$ cat src/rtl/mem_wb_sequencer.sv
// Memory-access / write-back sequencer: one instruction at a time through IDLE -> MEM -> WB,
// with alignment and timeout faults, registered load data and a single-cycle register write.
module mem_wb_sequencer #(
  parameter int TIMEOUT = 15
) (
  input  logic        clk,
  input  logic        reset,
  input  logic        start,
  input  logic        is_load,
  input  logic        is_store,
  input  logic        wb_en,
  input  logic [1:0]  size,
  input  logic        is_unsigned,
  input  logic [31:0] addr,
  input  logic [31:0] store_data,
  input  logic [4:0]  rd,
  output logic        busy,
  output logic        done,
  output logic        dmem_req,
  output logic        dmem_we,
  output logic [29:0] dmem_addr,
  output logic [31:0] dmem_wdata,
  output logic [3:0]  dmem_wmask,
  input  logic        dmem_ready,
  input  logic [31:0] dmem_rdata,
  output logic [31:0] dmem_out_q,
  output logic        mem_to_reg,
  output logic [6:0]  load_type,
  output logic        reg_we,
  output logic [4:0]  reg_waddr,
  output logic        fault,
  output logic [1:0]  fault_code
);

  localparam int CW = (TIMEOUT > 1) ? $clog2(TIMEOUT) : 1;
  localparam logic [CW-1:0] WAIT_LAST = CW'(TIMEOUT - 1);

  typedef enum logic [1:0] {
    ST_IDLE,
    ST_MEM,
    ST_WB,
    ST_FAULT
  } state_t;

  state_t        state_q;
  logic          is_load_q;
  logic          wb_en_q;
  logic [4:0]    rd_q;
  logic [CW-1:0] wait_q;

  logic          mem_op_d;
  logic          misaligned_d;
  logic [31:0]   wdata_d;
  logic [3:0]    wmask_d;
  logic [6:0]    load_type_d;

  // Decode of the instruction presented at start; only consumed when it is accepted.
  always_comb begin
    mem_op_d     = is_load | is_store;
    misaligned_d = 1'b0;
    wdata_d      = store_data;
    wmask_d      = 4'b1111;
    load_type_d  = 7'd7;
    case (size)
      2'd0: begin
        wdata_d     = {4{store_data[7:0]}};
        wmask_d     = 4'b0001 << addr[1:0];
        load_type_d = 7'({is_unsigned, 1'b0, addr[1:0]});
      end
      2'd1: begin
        misaligned_d = addr[0];
        wdata_d      = {2{store_data[15:0]}};
        wmask_d      = addr[1] ? 4'b1100 : 4'b0011;
        if (is_unsigned) begin
          load_type_d = addr[1] ? 7'd13 : 7'd12;
        end else begin
          load_type_d = addr[1] ? 7'd6 : 7'd4;
        end
      end
      default: begin
        misaligned_d = (addr[1:0] != 2'b00);
      end
    endcase
    if (!is_load) begin
      load_type_d = 7'd7;
    end
    if (!is_store) begin
      wdata_d = '0;
      wmask_d = '0;
    end
  end

  assign busy = (state_q != ST_IDLE);

  always_ff @(posedge clk) begin
    if (reset) begin
      state_q    <= ST_IDLE;
      is_load_q  <= 1'b0;
      wb_en_q    <= 1'b0;
      rd_q       <= '0;
      wait_q     <= '0;
      done       <= 1'b0;
      dmem_req   <= 1'b0;
      dmem_we    <= 1'b0;
      dmem_addr  <= '0;
      dmem_wdata <= '0;
      dmem_wmask <= '0;
      dmem_out_q <= '0;
      mem_to_reg <= 1'b0;
      load_type  <= 7'd7;
      reg_we     <= 1'b0;
      reg_waddr  <= '0;
      fault      <= 1'b0;
      fault_code <= 2'd0;
    end else begin
      done   <= 1'b0;
      fault  <= 1'b0;
      reg_we <= 1'b0;
      case (state_q)
        ST_IDLE: begin
          if (start) begin
            is_load_q  <= is_load;
            wb_en_q    <= wb_en;
            rd_q       <= rd;
            wait_q     <= '0;
            fault_code <= 2'd0;
            mem_to_reg <= 1'b0;
            load_type  <= load_type_d;
            if (mem_op_d && misaligned_d) begin
              state_q    <= ST_FAULT;
              fault      <= 1'b1;
              done       <= 1'b1;
              fault_code <= 2'd1;
            end else if (mem_op_d) begin
              state_q    <= ST_MEM;
              dmem_req   <= 1'b1;
              dmem_we    <= is_store;
              dmem_addr  <= addr[31:2];
              dmem_wdata <= wdata_d;
              dmem_wmask <= wmask_d;
            end else begin
              state_q   <= ST_WB;
              done      <= 1'b1;
              reg_we    <= wb_en && (rd != 5'd0);
              reg_waddr <= rd;
            end
          end
        end
        ST_MEM: begin
          if (dmem_ready || (wait_q == WAIT_LAST)) begin
            dmem_req   <= 1'b0;
            dmem_we    <= 1'b0;
            dmem_addr  <= '0;
            dmem_wdata <= '0;
            dmem_wmask <= '0;
          end
          // A completion in the last allowed cycle takes priority over the timeout.
          if (dmem_ready) begin
            if (is_load_q) begin
              dmem_out_q <= dmem_rdata;
            end
            state_q    <= ST_WB;
            done       <= 1'b1;
            reg_we     <= (is_load_q || wb_en_q) && (rd_q != 5'd0);
            reg_waddr  <= rd_q;
            mem_to_reg <= is_load_q;
          end else if (wait_q == WAIT_LAST) begin
            state_q    <= ST_FAULT;
            fault      <= 1'b1;
            done       <= 1'b1;
            fault_code <= 2'd2;
          end else begin
            wait_q <= wait_q + CW'(1);
          end
        end
        ST_WB: begin
          state_q <= ST_IDLE;
        end
        ST_FAULT: begin
          state_q <= ST_IDLE;
        end
        default: begin
          state_q <= ST_IDLE;
        end
      endcase
    end
  end

endmodule

$ cat config.mk
export PLATFORM = sky130hd
export DESIGN_NAME = mem_wb_sequencer
export DESIGN_NICKNAME = d
export VERILOG_FILES = /design/src/rtl/mem_wb_sequencer.sv
export SDC_FILE = /design/constraint.sdc
export NUM_CORES = 1
export LEC_CHECK = 0
export ABC_AREA = 1
export BUFFER_PORTS_ARGS = -buffer_cell sky130_fd_sc_hd__buf_2
export CORE_MARGIN = 5
export CORE_UTILIZATION = 41
export DETAILED_ROUTE_END_ITERATION = 10
export PLACE_DENSITY_LB_ADDON = 0.1
export SYNTH_ARGS = -nofsm -noshare
export SYNTH_HDL_FRONTEND = slang
export SYNTH_SLANG_ARGS = --single-unit
export TNS_END_PERCENT = 1
$ cat constraint.sdc
create_clock -name clk -period 1.9 [get_ports clk]
set_input_delay 0.19 -clock clk [delete_from_list [all_inputs] [get_ports clk]]
set_output_delay 0.19 -clock clk [all_outputs]
set_load 0.01 [all_outputs]
==> flow_summary.yaml <==
global_routing:
  grt_pass1_wl_mm: 28.7
  grt_use_total_pct: 21.8
  grt_max_degree: 78
  antenna_found_initial: 0
  overflow: 0
  grt_pass1_vias: 5770
worst_hold_path:
  min_from: "dmem_rdata[6]"
  hold_path_depth: 3
  hold_path.class: "in -> reg"
  min_to: "dmem_out_q[6]"
clock_tree:
  clockBufferDepth: 2
  cts_setup_buffers: 0
  cts_made_buffers: 17
  clock_latency_ns: 0.42
  clock-sinks: 128
  clockRootBuffer: "clkbuf_16"
  cts.clk_slew.worst_paths_ns: 0.05
  htreeDepth: 4
  cts_tree: "built"
route:
  viasPerCell: 4.88
  avgRoutedWirePerCell_um: 14.6
  drt-total-wl_mm: 17.9
  firstDrtPassIters: 5
  detail-route-antenna-nets: 0
  drt_iter0_markers: 455
  drc: 0
  vias: 5983
sta:
  finalClockSkew_ns: 0.00591
  grt_setup_unrepaired: "false"
  fin_tns_setup_ns: 0
  slew_viol_final: 0
  whs_ns: 0.0178
  finalSetupViolations: 0
  finalHoldViolCount: 0
  period_share_pct: 90.8
  period_needed_ns: 1.73
  fmax_mhz: 580
  worst_slew_pin_slew_ns: 0.855
  max_slew_margin_pct: 43.0
setup_path:
  r2r-start: "wait_q[0]"
  critical_path_class: "reg -> reg"
  rr_endpoint: "dmem_wdata[12]"
  critPathMaxFanout: 18
  worstPathRequired_ns: 2.24
  reg2regPathDepth: 10
  rrSetupSlack_ns: 0.17
  crit_path_end_kind: "flip-flop"
  start_kind: "flip-flop"
  crit_path_start: "wait_q[0]"
  cp.arrival_ns: 2.06
placed_design:
  gp_congestion: 0.800
  portBuffers: 226
  dp.cells: 1168
  hpwl_mm: 12.2
final_layout:
  area_growth_pct: 36.8
  fin_cells: 1227
  final_util_pct: 57.7
  diodes: 0
  layout-drive-gt1-share_pct: 27.5
  finalNetCount: 1151
  largestRegisters: "dmem_out_q x32, dmem_wdata x32, dmem_addr x30"
  layout_common_cells: "buf_2 (226), nand2_1 (195), dfxtp_1 (128)"
  final_common_cell: "buf_2"
logic_synthesis:
  yosysUniqueCellTypes: 31
  yosysWarnings: 0
  ys_ff_latch: 128
  postSynthAreaPerCell_um2: 7.02
  syn-cell-area_mm2: 0.00563
  netlist_instances: 801
  ys_seq_area_share_pct: 45.5
floorplanning:
  rows: 42
  core_mm2: 0.0133
  dieArea_mm2: 0.0162
  io_pins: 230
  start_util_pct: 42.2
  die_h_um: 127
  die_x_um: 127
pwr:
  p_leak_uw: 0.00380
  p_per_area_mw_per_mm2: 955
  ir_drop_mv: 0.672
flow_run:
  maxCapViolCount: 0
run_status:
  outcome: "complete, no violations"
through the flow:
step           worst slack, ns  instance area, µm²  total power (µW)
2_1_floorplan            0.433                5630              3810
5_1_grt                0.00482                7700              7690
6_report                 0.175                7700              7350
3_5_place_dp             0.145                6860              4290
3_3_place_gp             0.179                6860              4280
4_1_cts                  0.131                7690              7410
metal layers:
| layer | global-route usage (%) | wire, µm | vias to the layer above |
|---|---|---|---|
| met1 | 27.6 | 7770 | 2712 |
| met4 | 6.81 | 280 | 0 |
| li1 | - | - | 3043 |
| met2 | 34.5 | 8400 | 206 |
| met5 | 0 | 0 | - |
| met3 | 8.22 | 1490 | 22 |
where the power goes:
part,internal (µW),switching (µW),total [µW]
clock,1890,1180,3070
combinational,507,823,1330
sequential,2860,88.7,2950
how the worst max path moves through the flow:
stage	end	slack (ns)	cells after the start
after CTS	dmem_wdata[12]	0.13	10
after global routing	dmem_wdata[12]	0.005	10
after global placement	dmem_wdata[31]	0.18	10
after detailed placement	dmem_wdata[12]	0.15	10
after floorplan	dmem_wdata[13]	0.43	11
final	dmem_wdata[12]	0.17	10
worst max-delay path, cell delays in order, from the launching register on:
cell	delay, ns
dfxtp_1	0.35
inv_1	0.08
ha_1	0.19
nand3_1	0.12
inv_1	0.06
nand2_2	0.08
nand2_2	0.10
nand2_4	0.19
buf_4	0.27
nand2_1	0.07
a21oi_1	0.14
timing repair:
item / in CTS / in global routing
hold buffers: 27 / 0
resized for setup: 0 / 2
setup endpoints to repair: 0 / 27
endpoints found under the hold margin: 27 / 0
synthesized netlist by cell type:
| cell type | instances | area (µm²) |
|---|---|---|
| a21oi_1 | 79 | 395 |
| clkinv_2 | 1 | 5.00 |
| nor2_4 | 2 | 22.5 |
| nor2_1 | 112 | 420 |
| buf_6 | 4 | 45.0 |
| nand2_1 | 195 | 732 |
| buf_4 | 4 | 30.0 |
| nand3b_1 | 30 | 225 |
| nand2_4 | 1 | 11.3 |
| o21a_1 | 1 | 7.51 |
| buf_1 | 2 | 7.51 |
| clkbuf_1 | 25 | 93.8 |
| a31oi_1 | 3 | 18.8 |
| o21ai_0 | 67 | 335 |
| clkinv_1 | 1 | 3.75 |
| nor2_2 | 2 | 12.5 |
| nor3b_1 | 1 | 7.51 |
| dfxtp_1 | 128 | 2560 |
| o31ai_1 | 1 | 7.51 |
| buf_2 | 22 | 110 |
| inv_1 | 50 | 188 |
| ha_1 | 2 | 25.0 |
| or2_2 | 1 | 6.26 |
| nand3_1 | 30 | 150 |
| conb_1 | 1 | 3.75 |
| nand2_2 | 4 | 25.0 |
| inv_2 | 2 | 7.51 |
| nand4_1 | 10 | 62.6 |
| nor3_1 | 18 | 90.1 |
| o22ai_1 | 1 | 6.26 |
| xor2_1 | 1 | 8.76 |
final cells by class:
class                      instances  area, µm²
multi-input combinational        564       2580
timing repair buffer             273       1570
clock buffer                      22        474
tap                              176        220
sequential                       128       2560
fill                            1294       5650
clock inverter                    10       86.3
inverter                          54        205
cells by family (layout without fill, tap and decap cells):
group | after synthesis | after routing | share of synthesized area, %
other | 1 | 3 | 0.0666
adder cells (fa/ha/maj) | 2 | 2 | 0.445
buffers and inverters | 111 | 359 | 8.72
AND/OR/NAND/NOR | 406 | 406 | 31.4
AO/OA/AOI/OAI | 152 | 152 | 13.7
XOR/XNOR | 1 | 1 | 0.156
flip-flops | 128 | 128 | 45.5
Note: power is estimated with default switching activity, not from simulation.
